`config.mk`:
```
export PLATFORM = sky130hd
export DESIGN_NAME = prio_enc_filt
export DESIGN_NICKNAME = d
export VERILOG_FILES = /design/src/rtl/prio_enc_filt_pkg.sv /design/src/rtl/prio_enc_filt_hex7seg.sv /design/src/rtl/prio_enc_filt.sv
export SDC_FILE = /design/constraint.sdc
export NUM_CORES = 1
export LEC_CHECK = 0
export ABC_CLOCK_PERIOD_IN_PS = 5800
export CORE_ASPECT_RATIO = 0.8
export CORE_UTILIZATION = 45
export CTS_BUF_LIST = sky130_fd_sc_hd__clkbuf_4
export DETAILED_ROUTE_END_ITERATION = 10
export PLACE_DENSITY_LB_ADDON = 0.3
export RECOVER_POWER = 25
export SLEW_MARGIN = 20
export SYNTH_ARGS = -nofsm -noshare
export SYNTH_HDL_FRONTEND = slang
export SYNTH_SLANG_ARGS = --single-unit
```
`constraint.sdc`:
```
create_clock -name clk -period 5.8 [get_ports clk]
set_clock_uncertainty 0.05 [all_clocks]
set_input_delay 1.16 -clock clk [delete_from_list [all_inputs] [get_ports clk]]
set_output_delay 1.16 -clock clk [all_outputs]
set_load 0.01 [all_outputs]
```
`src/rtl/prio_enc_filt_pkg.sv`:
```
// Shared definitions for the filtered priority encoder: width helper,
// seven-segment glyphs (active-low form) and the latch state encoding.
package prio_pkg;

   // Ceiling log2 that never returns less than 1, so a counter or index
   // declared from it always has at least one bit.
   function automatic int clog2_safe(input int v);
      int r;
      r = 1;
      for (int i = 1; i < 31; i++) begin
         if ((1 << i) < v) begin
            r = i + 1;
         end
      end
      return r;
   endfunction

   // Segment order is {g,f,e,d,c,b,a}; a 0 bit lights the segment.
   localparam logic [6:0] SEG_0     = 7'h40;
   localparam logic [6:0] SEG_1     = 7'h79;
   localparam logic [6:0] SEG_2     = 7'h24;
   localparam logic [6:0] SEG_3     = 7'h30;
   localparam logic [6:0] SEG_4     = 7'h19;
   localparam logic [6:0] SEG_5     = 7'h12;
   localparam logic [6:0] SEG_6     = 7'h02;
   localparam logic [6:0] SEG_7     = 7'h78;
   localparam logic [6:0] SEG_8     = 7'h00;
   localparam logic [6:0] SEG_9     = 7'h10;
   localparam logic [6:0] SEG_A     = 7'h08;
   localparam logic [6:0] SEG_B     = 7'h03;
   localparam logic [6:0] SEG_C     = 7'h46;
   localparam logic [6:0] SEG_D     = 7'h21;
   localparam logic [6:0] SEG_E     = 7'h06;
   localparam logic [6:0] SEG_F     = 7'h0e;
   localparam logic [6:0] SEG_BLANK = 7'h7f;

   // TRACK: commits reach the outputs. LOCKED: first request is held.
   typedef enum logic {
      TRACK  = 1'b0,
      LOCKED = 1'b1
   } state_e;

endpackage

```
`src/rtl/prio_enc_filt_hex7seg.sv`:
```
// Hex digit to seven-segment decoder with blanking and selectable polarity.
module hex7seg
   import prio_pkg::*;
#(
   parameter bit ACTIVE_LOW = 1'b1
) (
   input  logic [3:0] val,
   input  logic       en,
   output logic [6:0] seg
);

   logic [6:0] glyph_al;

   // Look up the active-low glyph; a disabled digit is fully dark.
   always_comb begin
      glyph_al = SEG_BLANK;
      if (en) begin
         case (val)
            4'h0:    glyph_al = SEG_0;
            4'h1:    glyph_al = SEG_1;
            4'h2:    glyph_al = SEG_2;
            4'h3:    glyph_al = SEG_3;
            4'h4:    glyph_al = SEG_4;
            4'h5:    glyph_al = SEG_5;
            4'h6:    glyph_al = SEG_6;
            4'h7:    glyph_al = SEG_7;
            4'h8:    glyph_al = SEG_8;
            4'h9:    glyph_al = SEG_9;
            4'hA:    glyph_al = SEG_A;
            4'hB:    glyph_al = SEG_B;
            4'hC:    glyph_al = SEG_C;
            4'hD:    glyph_al = SEG_D;
            4'hE:    glyph_al = SEG_E;
            default: glyph_al = SEG_F;
         endcase
      end
   end

   assign seg = ACTIVE_LOW ? glyph_al : ~glyph_al;

endmodule

```
`src/rtl/prio_enc_filt.sv`:
```
// Registered priority encoder with a stability filter on the request
// vector, optional latch-on-first-request, a change pulse and a two-digit
// hex seven-segment readout of the encoded index.
module prio_enc_filt
   import prio_pkg::*;
#(
   parameter int  W              = 16,
   parameter int  STABLE_CYC     = 4,
   parameter bit  SEG_ACTIVE_LOW = 1'b1,
   localparam int YW             = clog2_safe(W)
) (
   input  logic          clk,
   input  logic          rst,
   input  logic [W-1:0]  x,
   input  logic          en,
   input  logic          mode,
   input  logic          clr,
   output logic [YW-1:0] y,
   output logic          vx,
   output logic          chg,
   output logic [6:0]    seg0,
   output logic [6:0]    seg1
);

   // Counter just wide enough to reach STABLE_CYC, where it parks.
   localparam int             CW       = clog2_safe(STABLE_CYC + 1);
   localparam logic [CW-1:0]  CNT_MAX  = CW'(STABLE_CYC);
   localparam logic [CW-1:0]  CNT_FIRE = CW'(STABLE_CYC - 1);

   if (W < 2 || W > 256) begin : g_bad_w
      $error("prio_enc_filt: W must lie in 2..256");
   end
   if (STABLE_CYC < 1) begin : g_bad_stable
      $error("prio_enc_filt: STABLE_CYC must be at least 1");
   end

   logic [W-1:0]  x_prev_q, x_prev_d;
   logic [CW-1:0] cnt_q, cnt_d;
   state_e        state_q, state_d;
   logic [YW-1:0] y_q, y_d;
   logic          vx_q, vx_d;
   logic          chg_q, chg_d;

   logic          x_same;
   logic          commit;
   logic [YW-1:0] enc_idx;
   logic [7:0]    y_pad;

   // Highest set bit wins; an all-zero vector encodes as 0.
   function automatic logic [YW-1:0] hi_index(input logic [W-1:0] v);
      logic [YW-1:0] idx;
      idx = '0;
      for (int i = 0; i < W; i++) begin
         if (v[i]) begin
            idx = YW'(i);
         end
      end
      return idx;
   endfunction

   assign x_same  = (x == x_prev_q);
   assign enc_idx = hi_index(x_prev_q);

   // A commit happens once per stable value, on the edge the run of
   // unchanged samples reaches STABLE_CYC; the saturated counter then
   // blocks repeats until x moves again or the enable drops.
   assign commit = en && x_same && (cnt_q == CNT_FIRE);

   // Stability filter: restart the run on any change, otherwise count up
   // to saturation. Dropping the enable restarts the run but x_prev still
   // follows the input.
   always_comb begin
      x_prev_d = x_prev_q;
      cnt_d    = cnt_q;
      if (!x_same) begin
         x_prev_d = x;
         cnt_d    = '0;
      end else if (cnt_q < CNT_MAX) begin
         cnt_d = cnt_q + CW'(1);
      end
      if (!en) begin
         cnt_d = '0;
      end
   end

   // Output state machine. Precedence is enable-low, then clear, then
   // commit; a commit arriving while LOCKED is dropped, including on the
   // edge that leaves LOCKED.
   always_comb begin
      state_d = state_q;
      y_d     = y_q;
      vx_d    = vx_q;
      chg_d   = 1'b0;
      if (!en) begin
         state_d = TRACK;
         y_d     = '0;
         vx_d    = 1'b0;
      end else if (state_q == LOCKED) begin
         if (clr) begin
            state_d = TRACK;
            y_d     = '0;
            vx_d    = 1'b0;
         end else if (!mode) begin
            state_d = TRACK;
         end
      end else if (commit) begin
         vx_d = |x_prev_q;
         y_d  = enc_idx;
         if (mode && vx_d) begin
            state_d = LOCKED;
         end
      end
      // Outputs only move on the paths above, so any difference is a change.
      chg_d = (vx_d != vx_q) || (y_d != y_q);
   end

   // State register with synchronous reset to a blank, tracking display.
   always_ff @(posedge clk) begin
      if (rst) begin
         x_prev_q <= '0;
         cnt_q    <= '0;
         state_q  <= TRACK;
         y_q      <= '0;
         vx_q     <= 1'b0;
         chg_q    <= 1'b0;
      end else begin
         x_prev_q <= x_prev_d;
         cnt_q    <= cnt_d;
         state_q  <= state_d;
         y_q      <= y_d;
         vx_q     <= vx_d;
         chg_q    <= chg_d;
      end
   end

   assign y   = y_q;
   assign vx  = vx_q;
   assign chg = chg_q;

   // Upper digit reads zero when the index is narrower than a byte.
   assign y_pad = 8'(y_q);

   hex7seg #(
      .ACTIVE_LOW (SEG_ACTIVE_LOW)
   ) u_seg0 (
      .val (y_pad[3:0]),
      .en  (vx_q),
      .seg (seg0)
   );

   hex7seg #(
      .ACTIVE_LOW (SEG_ACTIVE_LOW)
   ) u_seg1 (
      .val (y_pad[7:4]),
      .en  (vx_q),
      .seg (seg1)
   );

endmodule

```
Word-level counts from Yosys, hierarchy flattened --
Memories as Yosys holds them, arrays and structs flattened. A register that Yosys moved wholly into a read port is not among the register bits. Cells that the tools add are included. Widths: inputs -> output; s select.
Operators by class: bitwise gates (word level) 2, equality and inequality tests 4, magnitude comparators 1, mux-type cells 31, reduce and logical (&&, ||, !) cells 7, add/sub/neg operators 1
Operators with widths (number):
- $mux 4 | 18
- $eq 16x16->1 | 1
- $reduce_or 16->1 | 1
- $mux 7 | 2
- $mux 1 | 10
- $ne 4x4->1 | 1
- $add 3x1->3 const B | 1
- $eq 3x2->1 const B | 1
- $logic_and 1x1->1 | 3
- $lt 3x3->1 const B | 1
- $reduce_or 3->1 | 1
- $mux 2 | 1
- $not 1->1 | 2
- $reduce_or 2->1 | 1
- $logic_or 1x1->1 | 1
- $ne 1x1->1 | 1
Storage, ports and cells: memories kept 2, register bits 26, bits in read-only memories 224, word-level logic and storage cells 54, output and inout bits 20
Memory list:
- (no name shown) | depth 16, bits a word 7, read ports 1, clocked after Yosys merged registers in 1, write ports 0, RTL line prio_enc_filt_hex7seg.sv:18 | case (val)
- (no name shown) | depth 16, bits a word 7, read ports 1, clocked after Yosys merged registers in 0, write ports 0, RTL line prio_enc_filt_hex7seg.sv:18

Logic depth before layout (Yosys ltp) --
Gate-level depths: netlist of run 1.
depth in word-level cells 20, gate-level depth with buffers 11, gate-level depth less buffers 10

Hierarchy --
From an unflattened synthesis of run 1, not the netlist that was laid out.
Unflattened totals: cell total of the unflattened synthesis 227, area, all modules 1986.9 µm²
By module, submodules not included:
- prio_enc_filt | cells an instance 151, times used 1, area an instance 1351.3 µm²
- hex7seg at u_seg1 | cells an instance 39, times used 1, area an instance 324.1 µm²
- hex7seg at u_seg0 | cells an instance 37, times used 1, area an instance 311.5 µm²

Worst setup path before layout of run 1 --
Ideal clock, no wire load.
path kind input port to flip-flop, from input port x[11], to register (tool-made name), buffers on the path 1, setup slack 2.399 ns, data arrival time 3.255 ns, stages 11, cells stage by stage xnor2_1 -> nand4_1 -> nor4_4 -> and2_1 -> buf_6 -> mux2_2 -> and2_1 -> inv_1 -> ha_1 -> a21oi_1 -> a221oi_1
RTL lines:
- start, declared | RTL line prio_enc_filt.sv:14 | input logic [W-1:0] x,

==> results.toml, run 1 <==
[placement]
io_buffers = 39
post-dp-hpwl_mm = 2.84
place_congestion = 0.869
place_inst = 287
dp_slack_ns = 1.48

[floorplanning]
rows = 20
die-area_um2 = 4360
ios = 41
initial_utilization_pct = 47.9
die_y_um = 59.3
core_region_area_um2 = 3850
die_w_um = 73.6

[synth]
synth.distinct_cells = 47
syn_avg_cell_area_um2 = 9.05
synthCells = 204
synth_seq_area_share_pct = 35.8
synthesis.nets = 233
yosys_warnings = 0
yosys_most_used_dff = "dfxtp_1"
netlist_area_um2 = 1850
async_flop_share_pct = 0
synth-seq-cells = 33
synth_edf_count = 0

[timing]
min_period_ns = 3.98
grt_setup_unrepaired = "no"
slew_headroom_pct = 45.9
drv_slew = 0
finalCritPeriodShare_pct = 68.6
fmax_mhz = 251
hold_violations = 0
fin_ws_ns = 1.82
tns_ns = 0
setup_viol = 0
worst_pin_slew_ns = 0.809

[final_layout]
layout.cells.non_filler = 295
layout-drive-gt1-share_pct = 6.25
nFillCells = 357
areaGrowthSynthToFinish_pct = 25.3
antennaDiodeCount = 0
nets = 268

[global_routing]
grt_max_degree = 22
grt-ovfl-total = 0
grt_pass1_wl_mm = 6.02
grt_pass1_vias = 1313
grt_usage_pct = 18.4
antenna_found_initial = 0

[worst_setup_path]
worstSetupPathType = "input pin to flip-flop"
critPathLaunch = "x[11]"
path_max_fanout = 9
max_stage_delay_ns = 0.49
crit_path_frequent_cell = "and2_1"
arrival_ns = 4.18
cp_slowest_cell = "clkdlybuf4s50_1"
cp_top_family = "simple AND/OR/NAND/NOR gates"
path_cells = "clkdlybuf4s50_1 -> xnor2_1 -> nand4_1 -> nor4_4 -> and2_1 -> mux2_2 -> and2_1 -> inv_1 -> ha_1 -> a21oi_1 -> a221oi_1"
r2r_start = "x_prev_q[15]"
end_kind = "flip-flop"
required_ns = 6.00
critical_path_buf_inv_count = 2
start_kind = "input pin"

[clock_network]
cts_buffer_depth = 2
cts_inserted_buffers = 5
cts.sinks = 33
clock_latency_ns = 0.33
clock-root-buffer = "clkbuf_4"
clk_pin_slew_ns = 0.10
post_cts_buffers = 0
cts_hold_buf = 0
cts_tree = "built"
cts-htree-levels = 2
cts_resized = 0

[routing]
vias = 1529
wl_per_cell_um = 12.2
postRouteAntennaNets = 0
via_per_inst = 5.18
firstDrtPassIters = 4
drc = 0
drtIter0Drc = 111
wirelength_mm = 3.60

[run_status]
status = "complete, no violations"

[flow_run]
drv_cap = 0

[pwr]
fin_total_pwr_w = 0.000459
powerDensity_nw_per_um2 = 198
p_leak_nw = 0.867
peakVddDrop_mv = 0.116

[min_path]
hold_start = "cnt_q[1]"
hp-class = "flip-flop to flip-flop"
==> cell usage in the layout (no fill, tap or decap), drive strengths merged, types with 2 or more instances in the layout <==
master	count
a21oi	6
a221oi	2
a31oi	2
and2	7
and3	2
clkbuf	6
clkdlybuf4s50	38
dfxtp	33
ha	8
inv	11
mux2	2
mux2i	7
nand2	14
nand2b	9
nand3	3
nand4	4
nor2	10
nor2b	19
nor3	2
nor4	3
o211ai	3
o21a	2
o21ai	7
o311ai	2
o41ai	2
or4	2
xnor2	17
xor2	2
==> where the power goes <==
group	switching, W	internal [W]	total (W)	leakage, nW
combinational	0.0000209	0.0000286	0.0000494	0.553
clock	0.0000749	0.0000944	0.000169	0.0433
sequential	0.00000756	0.000232	0.000240	0.270
total	0.000103	0.000355	0.000459	0.867
==> layout make-up <==
class	instances	area, µm²	share of cell area, %
multi-input combinational	149	1070	46.4
sequential	33	661	28.6
timing repair buffer	39	390	16.9
tap	55	68.8	2.98
clock buffer	6	45.0	1.95
inverter	11	41.3	1.79
clock inverter	2	33.8	1.46
==> path summary, 6_finish.rpt <==
path	to	slack, ns	depth (start not counted)
min reg2reg	cnt_q[1]	0.48	2
max reg2reg	flip-flop	2.69	10
min	cnt_q[1]	0.48	2
max	flip-flop	1.82	11
==> worst register-to-register path, stage by stage (launching register included) <==
cell      delay [ns]
dfxtp_1         0.44
xnor2_1         0.14
nand4_1         0.16
nor4_4          0.40
and2_1          0.47
mux2_2          0.41
and2_1          0.20
inv_1           0.12
ha_1            0.27
a21oi_1         0.10
a221oi_1        0.26
==> routing by layer <==
metal	GRT usage [%]	vias up	share of wire [%]
met5	0	-	0
met4	6.59	0	1.4
met3	5.10	7	7.7
met2	25.6	56	39
met1	27.0	699	52
li1	-	767	-
==> logic make-up (layout without fill, tap and decap cells) <==
kind of cell               Yosys count  after routing  share of synthesized area (%)
AOI/OAI and AO/OA                   35             35                           14.7
buffers and inverters               22             58                           6.10
muxes                                9              9                           5.22
DFF                                 33             33                           35.8
xor gates and xnor gates            19             19                           9.02
and+or+nand+nor                     77             77                           23.5
adders and majority gates            8              8                           5.42
other                                1              1                          0.203
==> synthesized netlist by cell type, types with 2 or more instances <==
master | instances | area, µm²
o311ai_0 | 2 | 17.5
ha_1 | 8 | 100
mux2_2 | 2 | 22.5
xor2_1 | 2 | 17.5
nor3_1 | 2 | 10.0
clkbuf_1 | 4 | 15.0
nor2_1 | 10 | 37.5
o211ai_1 | 2 | 15.0
o21a_1 | 2 | 15.0
xnor2_1 | 17 | 149
nand4_1 | 4 | 25.0
nand2b_1 | 9 | 56.3
nand3_1 | 3 | 15.0
and3_1 | 2 | 12.5
nor2b_1 | 19 | 119
a31oi_1 | 2 | 12.5
buf_4 | 6 | 45.0
nor4_1 | 2 | 12.5
nand2_1 | 14 | 52.6
dfxtp_1 | 33 | 661
a21oi_1 | 6 | 30.0
mux2i_1 | 6 | 60.1
o41ai_1 | 2 | 17.5
or4_1 | 2 | 15.0
inv_1 | 10 | 37.5
a221oi_1 | 2 | 17.5
and2_1 | 7 | 43.8
o21ai_0 | 5 | 25.0
==> per-stage QoR <==
stage                     hold slack [ns]  util (%)  area [µm²]
after floorplan                     0.418         -        1850
after global placement              0.439      58.0        2230
after detailed placement            0.459      58.0        2230
after CTS                           0.480      60.0        2310
after global routing                0.506      60.0        2310
final                               0.476      60.0        2310
(Power assumes the default switching activity.)
==> inputs of run 2 (changes only) <==
--- a/config.mk
+++ b/config.mk
@@ -5,7 +5,7 @@
 export SDC_FILE = /design/constraint.sdc
 export NUM_CORES = 1
 export LEC_CHECK = 0
-export ABC_CLOCK_PERIOD_IN_PS = 5800
+export ABC_CLOCK_PERIOD_IN_PS = 3800
 export CORE_ASPECT_RATIO = 0.8
 export CORE_UTILIZATION = 45
 export CTS_BUF_LIST = sky130_fd_sc_hd__clkbuf_4
==> constraint.sdc (replaced) <==
create_clock -name clk -period 3.8 [get_ports clk]
set_clock_uncertainty 0.05 [all_clocks]
set_input_delay 0.76 -clock clk [delete_from_list [all_inputs] [get_ports clk]]
set_output_delay 0.76 -clock clk [all_outputs]
set_load 0.01 [all_outputs]
==> run 2 against run 1 <==
Against the previous run:
- final area is 1.1% lower
- critical path depth is the same
- global-route usage grew 0.13 points
- wire length down 3.1%
- non-clock buffer count rose by 2
- via count fell by 2.5%
- register-to-register slack got worse by 1.7 ns
- combinational power up 53%
- die area unchanged
- total power rose by 34%
- sequential share of layout area up 0.31 points
- first-iteration DRC count fell by 7.2%
- largest cell class unchanged
==> results.toml, run 2 (synthesis gave the netlist of run 1 again) <==
[run_status]
status = "complete, no violations"

[clock_network]
clk_pin_slew_ns = 0.09
cts-htree-levels = 2
clock-root-buffer = "clkbuf_4"
clock_latency_ns = 0.33
cts_resized = 0
cts_tree = "built"
post_cts_buffers = 0
cts_buffer_depth = 2
cts_inserted_buffers = 5
cts.sinks = 33
cts_hold_buf = 0

[routing]
vias = 1491
wl_per_cell_um = 11.8
firstDrtPassIters = 4
postRouteAntennaNets = 0
wirelength_mm = 3.49
drtIter0Drc = 103
via_per_inst = 5.05
drc = 0

[timing]
slew_headroom_pct = 36.4
hold_violations = 0
fmax_mhz = 304
finalCritPeriodShare_pct = 86.5
grt_setup_unrepaired = "no"
drv_slew = 0
min_period_ns = 3.29
setup_viol = 0
worst_pin_slew_ns = 0.954
tns_ns = 0

[worst_setup_path]
arrival_ns = 3.47
required_ns = 3.98
path_max_fanout = 6
worstSetupPathType = "input pin to flip-flop"
start_kind = "input pin"
r2r_start = "x_prev_q[6]"
rr_worst_depth = 10
r2r_setup_slack_ns = 0.99
end_kind = "flip-flop"

[floorplanning]
die-area_um2 = 4360
rows = 20
initial_utilization_pct = 47.9
ios = 41
die_y_um = 59.3
core_region_area_um2 = 3850
die_w_um = 73.6

[placement]
io_buffers = 39
place_inst = 289
place_congestion = 0.883
placed_area_um2 = 2250
post-dp-hpwl_mm = 2.78

[final_layout]
areaGrowthSynthToFinish_pct = 23.9
design_area_um2 = 2290
nFillCells = 342
layout_commonest_cell = "clkdlybuf4s50_1"
layout-drive-gt1-share_pct = 6.25
final_cell_mix = "38 x clkdlybuf4s50_1, 33 x dfxtp_1, 19 x nor2b_1"
antennaDiodeCount = 0
layout.cells.non_filler = 295
nets = 270

[global_routing]
grt_pass1_vias = 1261
antenna_found_initial = 0
grt_max_degree = 21
grt_usage_pct = 18.5
grt_pass1_wl_mm = 5.98
grt-ovfl-total = 0

[min_path]
hold_path_end = "cnt_q[1]"
hold_start = "cnt_q[1]"
whs_path_depth = 2
hp-class = "flip-flop to flip-flop"

[pwr]
p_leak_nw = 0.857
peakVddDrop_mv = 0.176
powerDensity_nw_per_um2 = 268

[flow_run]
drv_cap = 0
[run 2: cell types whose count changed in the layout (fill, tap and decap cells not counted)]
cell | before | now
buf_4 | 0 | 1
clkbuf_4 | 6 | 5
bufinv_16 | 1 | 0
clkbuf_1 | 0 | 1
clkinv_1 | 1 | 0
clkinv_2 | 0 | 1
[run 2: worst max-delay path by stage]
stage | startpoint | to | slack [ns] | cells after the start
after floorplan | x[11] | flip-flop | 0.80 | 11
after global placement | x[6] | flip-flop | 0.21 | 11
after detailed placement | x[15] | flip-flop | 0.16 | 11
after CTS | x[15] | flip-flop | 0.50 | 11
after global routing | x[5] | flip-flop | 0.26 | 11
final | x[15] | flip-flop | 0.51 | 11
[run 2: layout make-up]
type                    instances  area (µm²)  area share (%)
multi-input cells             149        1070            46.9
flip-flops and latches         33         661            28.9
repair buffers                 41         402            17.6
well taps                      55        68.8            3.01
inverters                      11        41.3            1.81
clock buffers                   5        37.5            1.64
clock inverters                 1        5.00           0.219
[run 2: per-stage QoR]
step,total power [W],setup WS (ns),util [%],hold WS [ns]
after floorplan,0.000417,0.799,-,0.418
after global placement,0.000450,0.212,58.3,0.433
after detailed placement,0.000450,0.156,58.3,0.446
after CTS,0.000620,0.504,59.4,0.467
after global routing,0.000651,0.257,59.4,0.517
final,0.000613,0.513,59.4,0.463
[run 2: metal layers]
layer,share of wire [%],up-vias,global-route usage (%),wire length (µm)
met2,39,58,23.3,1350
met5,0,-,0,0
met3,9.3,5,6.29,323
met4,1.0,0,6.87,35
li1,-,776,-,-
met1,51,652,28.3,1780
[run 2: where the power goes]
group	internal [W]	total (W)	switching, W
registers	0.000355	0.000366	0.0000114
clock network	0.0000641	0.000172	0.000108
logic	0.0000439	0.0000754	0.0000315
total	0.000463	0.000613	0.000151
[run 2: critical path, stage by stage]
cell             delay [ns]
clkdlybuf4s50_1        0.50
xnor2_1                0.13
nand4_1                0.16
nor4_4                 0.39
and2_1                 0.21
mux2_2                 0.36
and2_1                 0.20
inv_1                  0.12
ha_1                   0.28
a21oi_1                0.10
a221oi_1               0.26
